==> src/rtl/mem_port_ctrl.sv <==
// rtl/mem_port_ctrl.sv - IR/MDR memory access sequencer for the multicycle datapath
// Handles an enable/acknowledge access to a variable-latency memory and aborts it after TIMEOUT cycles.
module mem_port_ctrl #(
  parameter int DATA_W  = 32,
  parameter int TIMEOUT = 15
) (
  input  logic              clk,
  input  logic              rst,
  input  logic              req,
  input  logic              iord,
  input  logic              we,
  input  logic              ir_sel,
  input  logic [DATA_W-1:0] pc,
  input  logic [DATA_W-1:0] alu_out,
  input  logic [DATA_W-1:0] wdata,
  input  logic [DATA_W-1:0] mem_rdata,
  input  logic              mem_ack,
  output logic              mem_en,
  output logic              mem_we,
  output logic [DATA_W-1:0] mem_addr,
  output logic [DATA_W-1:0] mem_wdata,
  output logic              busy,
  output logic              done,
  output logic [DATA_W-1:0] ir,
  output logic [DATA_W-1:0] mdr,
  output logic              err,
  input  logic              err_clr
);

  localparam logic [1:0] S_IDLE   = 2'd0;
  localparam logic [1:0] S_ACCESS = 2'd1;
  localparam logic [1:0] S_DONE   = 2'd2;

  localparam logic [7:0] CNT_LAST = 8'(TIMEOUT - 1);

  logic [1:0]        state_q, state_d;
  logic [7:0]        cnt_q, cnt_d;
  logic [DATA_W-1:0] addr_q, addr_d;
  logic [DATA_W-1:0] wdata_q, wdata_d;
  logic              we_q, we_d;
  logic              sel_q, sel_d;
  logic [DATA_W-1:0] ir_q, ir_d;
  logic [DATA_W-1:0] mdr_q, mdr_d;
  logic              err_q, err_d;
  logic              timeout;

  always_comb begin
    state_d = state_q;
    cnt_d   = cnt_q;
    addr_d  = addr_q;
    wdata_d = wdata_q;
    we_d    = we_q;
    sel_d   = sel_q;
    ir_d    = ir_q;
    mdr_d   = mdr_q;
    timeout = 1'b0;

    case (state_q)
      S_IDLE: begin
        if (req) begin
          addr_d  = iord ? alu_out : pc;
          wdata_d = wdata;
          we_d    = we;
          sel_d   = ir_sel;
          cnt_d   = 8'd0;
          state_d = S_ACCESS;
        end
      end
      S_ACCESS: begin
        cnt_d = cnt_q + 8'd1;
        // An acknowledge on the last allowed cycle still completes the access.
        if (mem_ack) begin
          if (!we_q) begin
            if (sel_q) ir_d  = mem_rdata;
            else       mdr_d = mem_rdata;
          end
          state_d = S_DONE;
        end else if (cnt_q == CNT_LAST) begin
          timeout = 1'b1;
          state_d = S_DONE;
        end
      end
      S_DONE:  state_d = S_IDLE;
      default: state_d = S_IDLE;
    endcase

    // A fresh timeout beats a simultaneous clear.
    if (timeout)      err_d = 1'b1;
    else if (err_clr) err_d = 1'b0;
    else              err_d = err_q;
  end

  always_ff @(posedge clk) begin
    if (rst) begin
      state_q <= S_IDLE;
      cnt_q   <= 8'd0;
      addr_q  <= '0;
      wdata_q <= '0;
      we_q    <= 1'b0;
      sel_q   <= 1'b0;
      ir_q    <= '0;
      mdr_q   <= '0;
      err_q   <= 1'b0;
    end else begin
      state_q <= state_d;
      cnt_q   <= cnt_d;
      addr_q  <= addr_d;
      wdata_q <= wdata_d;
      we_q    <= we_d;
      sel_q   <= sel_d;
      ir_q    <= ir_d;
      mdr_q   <= mdr_d;
      err_q   <= err_d;
    end
  end

  assign mem_en    = (state_q == S_ACCESS);
  assign mem_we    = (state_q == S_ACCESS) && we_q;
  assign mem_addr  = addr_q;
  assign mem_wdata = wdata_q;
  assign busy      = (state_q != S_IDLE);
  assign done      = (state_q == S_DONE);
  assign ir        = ir_q;
  assign mdr       = mdr_q;
  assign err       = err_q;

endmodule

==> config.mk <==
export PLATFORM = sky130hd
export DESIGN_NAME = mem_port_ctrl
export DESIGN_NICKNAME = d
export VERILOG_FILES = /design/src/rtl/mem_port_ctrl.sv
export SDC_FILE = /design/constraint.sdc
export NUM_CORES = 1
export LEC_CHECK = 0
export CORE_MARGIN = 1.5
export CORE_UTILIZATION = 37
export CTS_CLUSTER_SIZE = 40
export DETAILED_ROUTE_END_ITERATION = 10
export PLACE_DENSITY = 0.77
export SETUP_SLACK_MARGIN = 0.4
export SLEW_MARGIN = 20
export SYNTH_ARGS = -nofsm -noshare
export SYNTH_HDL_FRONTEND = slang
export SYNTH_SLANG_ARGS = --single-unit
==> constraint.sdc <==
create_clock -name clk -period 1.6 [get_ports clk]
set_clock_uncertainty 0.2 [all_clocks]
set_input_delay 0.32 -clock clk [delete_from_list [all_inputs] [get_ports clk]]
set_output_delay 0.32 -clock clk [all_outputs]
set_load 0.02 [all_outputs]
### Yosys cells after proc, flatten, opt, wreduce, memory -nomap -nowiden

Index checks and enable logic that the tools add are counted.

| word-level totals | value |
|---|---|
| register bits after elaboration | 141 |
| input bits | 136 |
| output and inout bits | 133 |
| word-level logic and storage cells | 39 |

| cells by class | value |
|---|---|
| $add $sub $neg | 1 |
| equal/unequal tests | 5 |
| mux-type cells | 12 |
| bitwise gates (word level) | 2 |
| reductions and logical operators | 10 |

Operator list:

| kind | number |
|---|---|
| 2-to-1 mux 32 bit | 1 |
| one-hot mux 8 bit (2 select lines) | 1 |
| adder 8 x 1 -> 8 bit, second input constant | 1 |
| equality test 8 x 4 -> 1 bit, second input constant | 1 |
| 2-to-1 mux 8 bit | 1 |
| AND reduction 4 bit | 2 |
| 2-to-1 mux 2 bit | 3 |
| AND reduction 2 bit | 3 |
| nonzero test 2 bit | 3 |
| 2-to-1 mux 1 bit | 5 |
| one-hot mux 2 bit (2 select lines) | 1 |
| inequality test 3 x 2 -> 1 bit, second input constant | 1 |
| equality test 2 x 1 -> 1 bit, second input constant | 1 |
| equality test 2 bit, second input constant | 1 |
| logical NOT 2 bit | 1 |
| inequality test 2 bit, second input constant | 1 |
| inverter 1 bit | 2 |
| logical AND 1 bit | 1 |

### Longest topological paths before layout

| depth | value |
|---|---|
| depth in word-level cells | 5 |
| mapped depth | 5 |
| mapped depth without buffers | 4 |

### Least setup slack after synthesis

Ideal clock, no wire load.

| timing | value |
|---|---|
| path type | flip-flop to output port |
| from | register state_q[1] |
| to | output port mem_we |
| arrival time | 1.111 ns |
| data required time | 1.080 ns |
| path slack | -0.031 ns |
| stages on the path, launching flop included | 4 |
| buffers on the path | 0 |
| cells stage by stage | dfxtp_1 nand2b_4 clkinv_1 and2_1 |

| between the ends | value |
|---|---|
| longest elaborated chain between the ends | 2 |

Ends and longest elaborated chain:

| what | line | text |
|---|---|---|
| start, declared | 36 | `logic [1:0] state_q, state_d;` |
| start signal, assigned | 105 | `state_q <= state_d;` |
| equality test 2 x 1 -> 1 bit | - |  |
| net mem_en | 18 | `output logic mem_en,` |
| logical AND 1 bit | 118 | `assign mem_we = (state_q == S_ACCESS) && we_q;` |
| end, declared | 19 | `output logic mem_we,` |

The timed path passes the listed nets, and every way through them passes these cells.

### Worst setup path in the final report

| timing | value |
|---|---|
| from | register state_q[1] |
| to | register ir_q[28] (netlist: ir[28]) |

| between the ends | value |
|---|---|
| longest elaborated chain between the ends | 2 |

Ends and longest elaborated chain:

| what | line | text |
|---|---|---|
| equality test 2 x 1 -> 1 bit | 58 | `case (state_q)` |
| AND reduction 4 bit (no source line) | - |  |
| end signal, assigned | 111 | `ir_q <= ir_d;` |
| end, declared | 42 | `logic [DATA_W-1:0] ir_q, ir_d;` |

Every way passes these cells.
A chain may end at the register's enable or synchronous reset.

==> impl_metrics.env <==
export IMPL_status="complete, but fails checks"
export IMPL_violations="DRC, setup timing"
export IMPL_fin_util_pct=76.17
export IMPL_yosysSeqAreaShare_pct=50.62
export IMPL_final_common_cell="buf_6"
export IMPL_path_max_fanout=7
export IMPL_core_um2=14640
export IMPL_drt_iter0_drc=496
export IMPL_areaGrowthSynthToFinish_pct=100.0
export IMPL_rr_worst_depth=7
export IMPL_antenna_cells=0
export IMPL_final_antenna_net_count=0
export IMPL_min_period_ns=1.941
export IMPL_grt_overflow=0
export IMPL_ys_types=38
export IMPL_antenna_found_initial=0
export IMPL_multi_input_area_um2=3134
export IMPL_finalWirelength_mm=23.57
export IMPL_async_reset_ff_share_pct=0
export IMPL_place_congestion=0.7839
export IMPL_rows=44
export IMPL_routed_via_count=6467
export IMPL_critPathCaptureType="flop"
export IMPL_dr_pass1_iters=8
export IMPL_via_per_inst=5.556
export IMPL_port_buffers=268
export IMPL_most_common_layout_cells="148 x buf_6, 133 x clkdlybuf4s50_1, 132 x dfxtp_2"
export IMPL_holdPathStages=2
export IMPL_worstPathCellList="buf_6 > buf_4 > and4bb_4 > buf_6 > buf_8 > nand3_2 > a21oi_2"
export IMPL_setup_viol=142
export IMPL_path_class="flop to flop"
export IMPL_cts_root_buffer="clkbuf_16"
export IMPL_die_area_um2=15820
export IMPL_cts_tree="yes"
export IMPL_drive_gt1_share_pct=54.18
export IMPL_syn_area_um2=5577
export IMPL_die_y_um=125.8
export IMPL_clkSlewWorstSetupHoldPaths_ns=0.07
export IMPL_grt_max_degree=66
export IMPL_path_buf_inv=4
export IMPL_synth_warnings=0
export IMPL_dieWidth_um=125.8
export IMPL_instances_no_fill=1164
export IMPL_crit_required_ns=1.75
export IMPL_drv_slew=0
export IMPL_synth_edf_count=0
export IMPL_fillers=902
export IMPL_htreeDepth=4
export IMPL_worst_path_most_repeated_cell="buf_6"
export IMPL_arrival_ns=2.09
export IMPL_leakage_nw=4.295
export IMPL_setup_ws_ns=-0.3411
export IMPL_pin_count=269
export IMPL_wl_per_cell_um=20.25
export IMPL_cts_buffers=17
export IMPL_max_cap_violations=0
export IMPL_relSlewSlack_pct=72.44
export IMPL_synth_nets=790
export IMPL_worstHoldPathType="primary input to flop"
export IMPL_vdd_drop_max_mv=0.7396
export IMPL_cp_top_family="simple AND/OR/NAND/NOR gates"
export IMPL_max_freq_mhz=515.2
export IMPL_slowest_stage="and4bb_4"
export IMPL_grt_pass1_wl_mm=30.18
export IMPL_grt_usage_pct=23.84
export IMPL_seqCellArea_um2=2999
export IMPL_cts_sink_count=141
export IMPL_start_util_pct=38.08
export IMPL_dp_hpwl_mm=11.40
export IMPL_crit_cells=7
export IMPL_crit_path_start_kind="flop"
export IMPL_grt_pass1_vias=5917
export IMPL_cellPowerDensity_nw_per_um2=900.3
export IMPL_tns_ns=-28.14
export IMPL_worst_pin_slew_ns=0.4133
export IMPL_synth_flop_cell="dfxtp_1"
export IMPL_cpPeakStageDelay_ns=0.45
export IMPL_synth_avg_cell_area_um2=8.553
export IMPL_synthCells=652
export IMPL_synth_seq_cells=141
export IMPL_rsz0062_at_grt="yes"
export IMPL_hold_viol_final=0
export IMPL_clk_latency_ns=0.43
export IMPL_drc=17
export IMPL_nNetsFinal=1105
export IMPL_placed_cells=1062
export IMPL_period_share_pct=121.3
export IMPL_clk_path_buf_depth=2
export IMPL_hold_buffers=0
export IMPL_pre_cts_ws_ns=-0.4215
## sequential cells by signal, indices dropped and copies added, names as in the netlist
signal and cells:
err 1, mem_wdata 32, cnt_q 8, mem_addr 32
ir 32, mdr 32, sel_q 1, state_q 2
we_q 1
## path summary, 6_finish.rpt
check	startpoint	end	slack (ns)
max	state_q[1]	ir[28]	-0.34
min reg2reg	mem_wdata[27]	mem_wdata[27]	0.26
max reg2reg	state_q[1]	ir[28]	-0.34
min	rst	cnt_q[5]	0.11
## metal layers
metal	up-vias	part of all wire [%]	track usage, %
li1	2947	-	-
met1	3132	36	25.75
met2	324	52	42.53
met3	64	8.2	8.794
met4	0	3.4	9.060
met5	-	0	0
## cell usage after synthesis (2+ instances only)
library cell / number / area [um2]
nor3b_1: 3 / 22.52
inv_1: 2 / 7.510
o311ai_0: 2 / 17.52
nand2b_1: 2 / 12.51
nand3_1: 68 / 340.3
a311oi_1: 2 / 17.52
and2_1: 2 / 12.51
a21oi_1: 105 / 525.5
o21ai_0: 65 / 325.3
dfxtp_1: 141 / 2823
nand4_1: 2 / 12.51
nand2_1: 74 / 277.8
buf_2: 18 / 90.09
buf_4: 8 / 60.06
mux2i_1: 32 / 320.3
nor2_1: 33 / 123.9
nor4_1: 2 / 12.51
clkinv_1: 2 / 7.510
a211oi_1: 33 / 247.7
ha_1: 2 / 25.02
clkbuf_1: 37 / 138.9
## metrics by stage
| step | instance area, um2 | total power, mW | hold slack (ns) |
|---|---|---|---|
| after CTS | 9977 | 9.613 | 0.07357 |
| after floorplan | 5753 | 4.606 | 0.2487 |
| after detailed placement | 8504 | 5.413 | 0.2428 |
| after global routing | 11150 | 10.36 | 0.1156 |
| final | 11150 | 10.04 | 0.1056 |
| after global placement | 8504 | 5.396 | 0.2371 |
## report_power, final
group | internal, mW | leakage [nW] | switching (mW)
logic | 1.23 | 2.82 | 1.07
clock network | 2.29 | 0.268 | 1.61
registers | 3.71 | 1.21 | 0.140
## kinds of logic after synthesis
logic type | Yosys count | synth area share (%)
and+or+nand+nor | 196 | 16.24
muxes | 33 | 5.946
AOI/OAI and AO/OA | 212 | 21.09
buffers and inverters | 68 | 5.654
DFF | 141 | 50.62
adders and majority gates | 2 | 0.4487
## what timing repair did
action | 4_1_cts | 5_1_grt
pin swaps | 32 | 42
buffers inserted | 23 | 25
endpoints found under the setup margin | 274 | 274
gates resized for setup | 947 | 168
gates cloned | 9 | 13
## final cells by class
cell class                      instances  share of cell area [%]
Timing Repair Buffer                  360                   37.60
Multi-Input combinational cell        443                   28.10
Sequential cell                       141                   26.89
Clock buffer                           18                   3.847
Tap cell                              184                   2.064
Clock inverter                         14                   1.324
Inverter                                4                  0.1795
(Power assumes the default switching activity.)
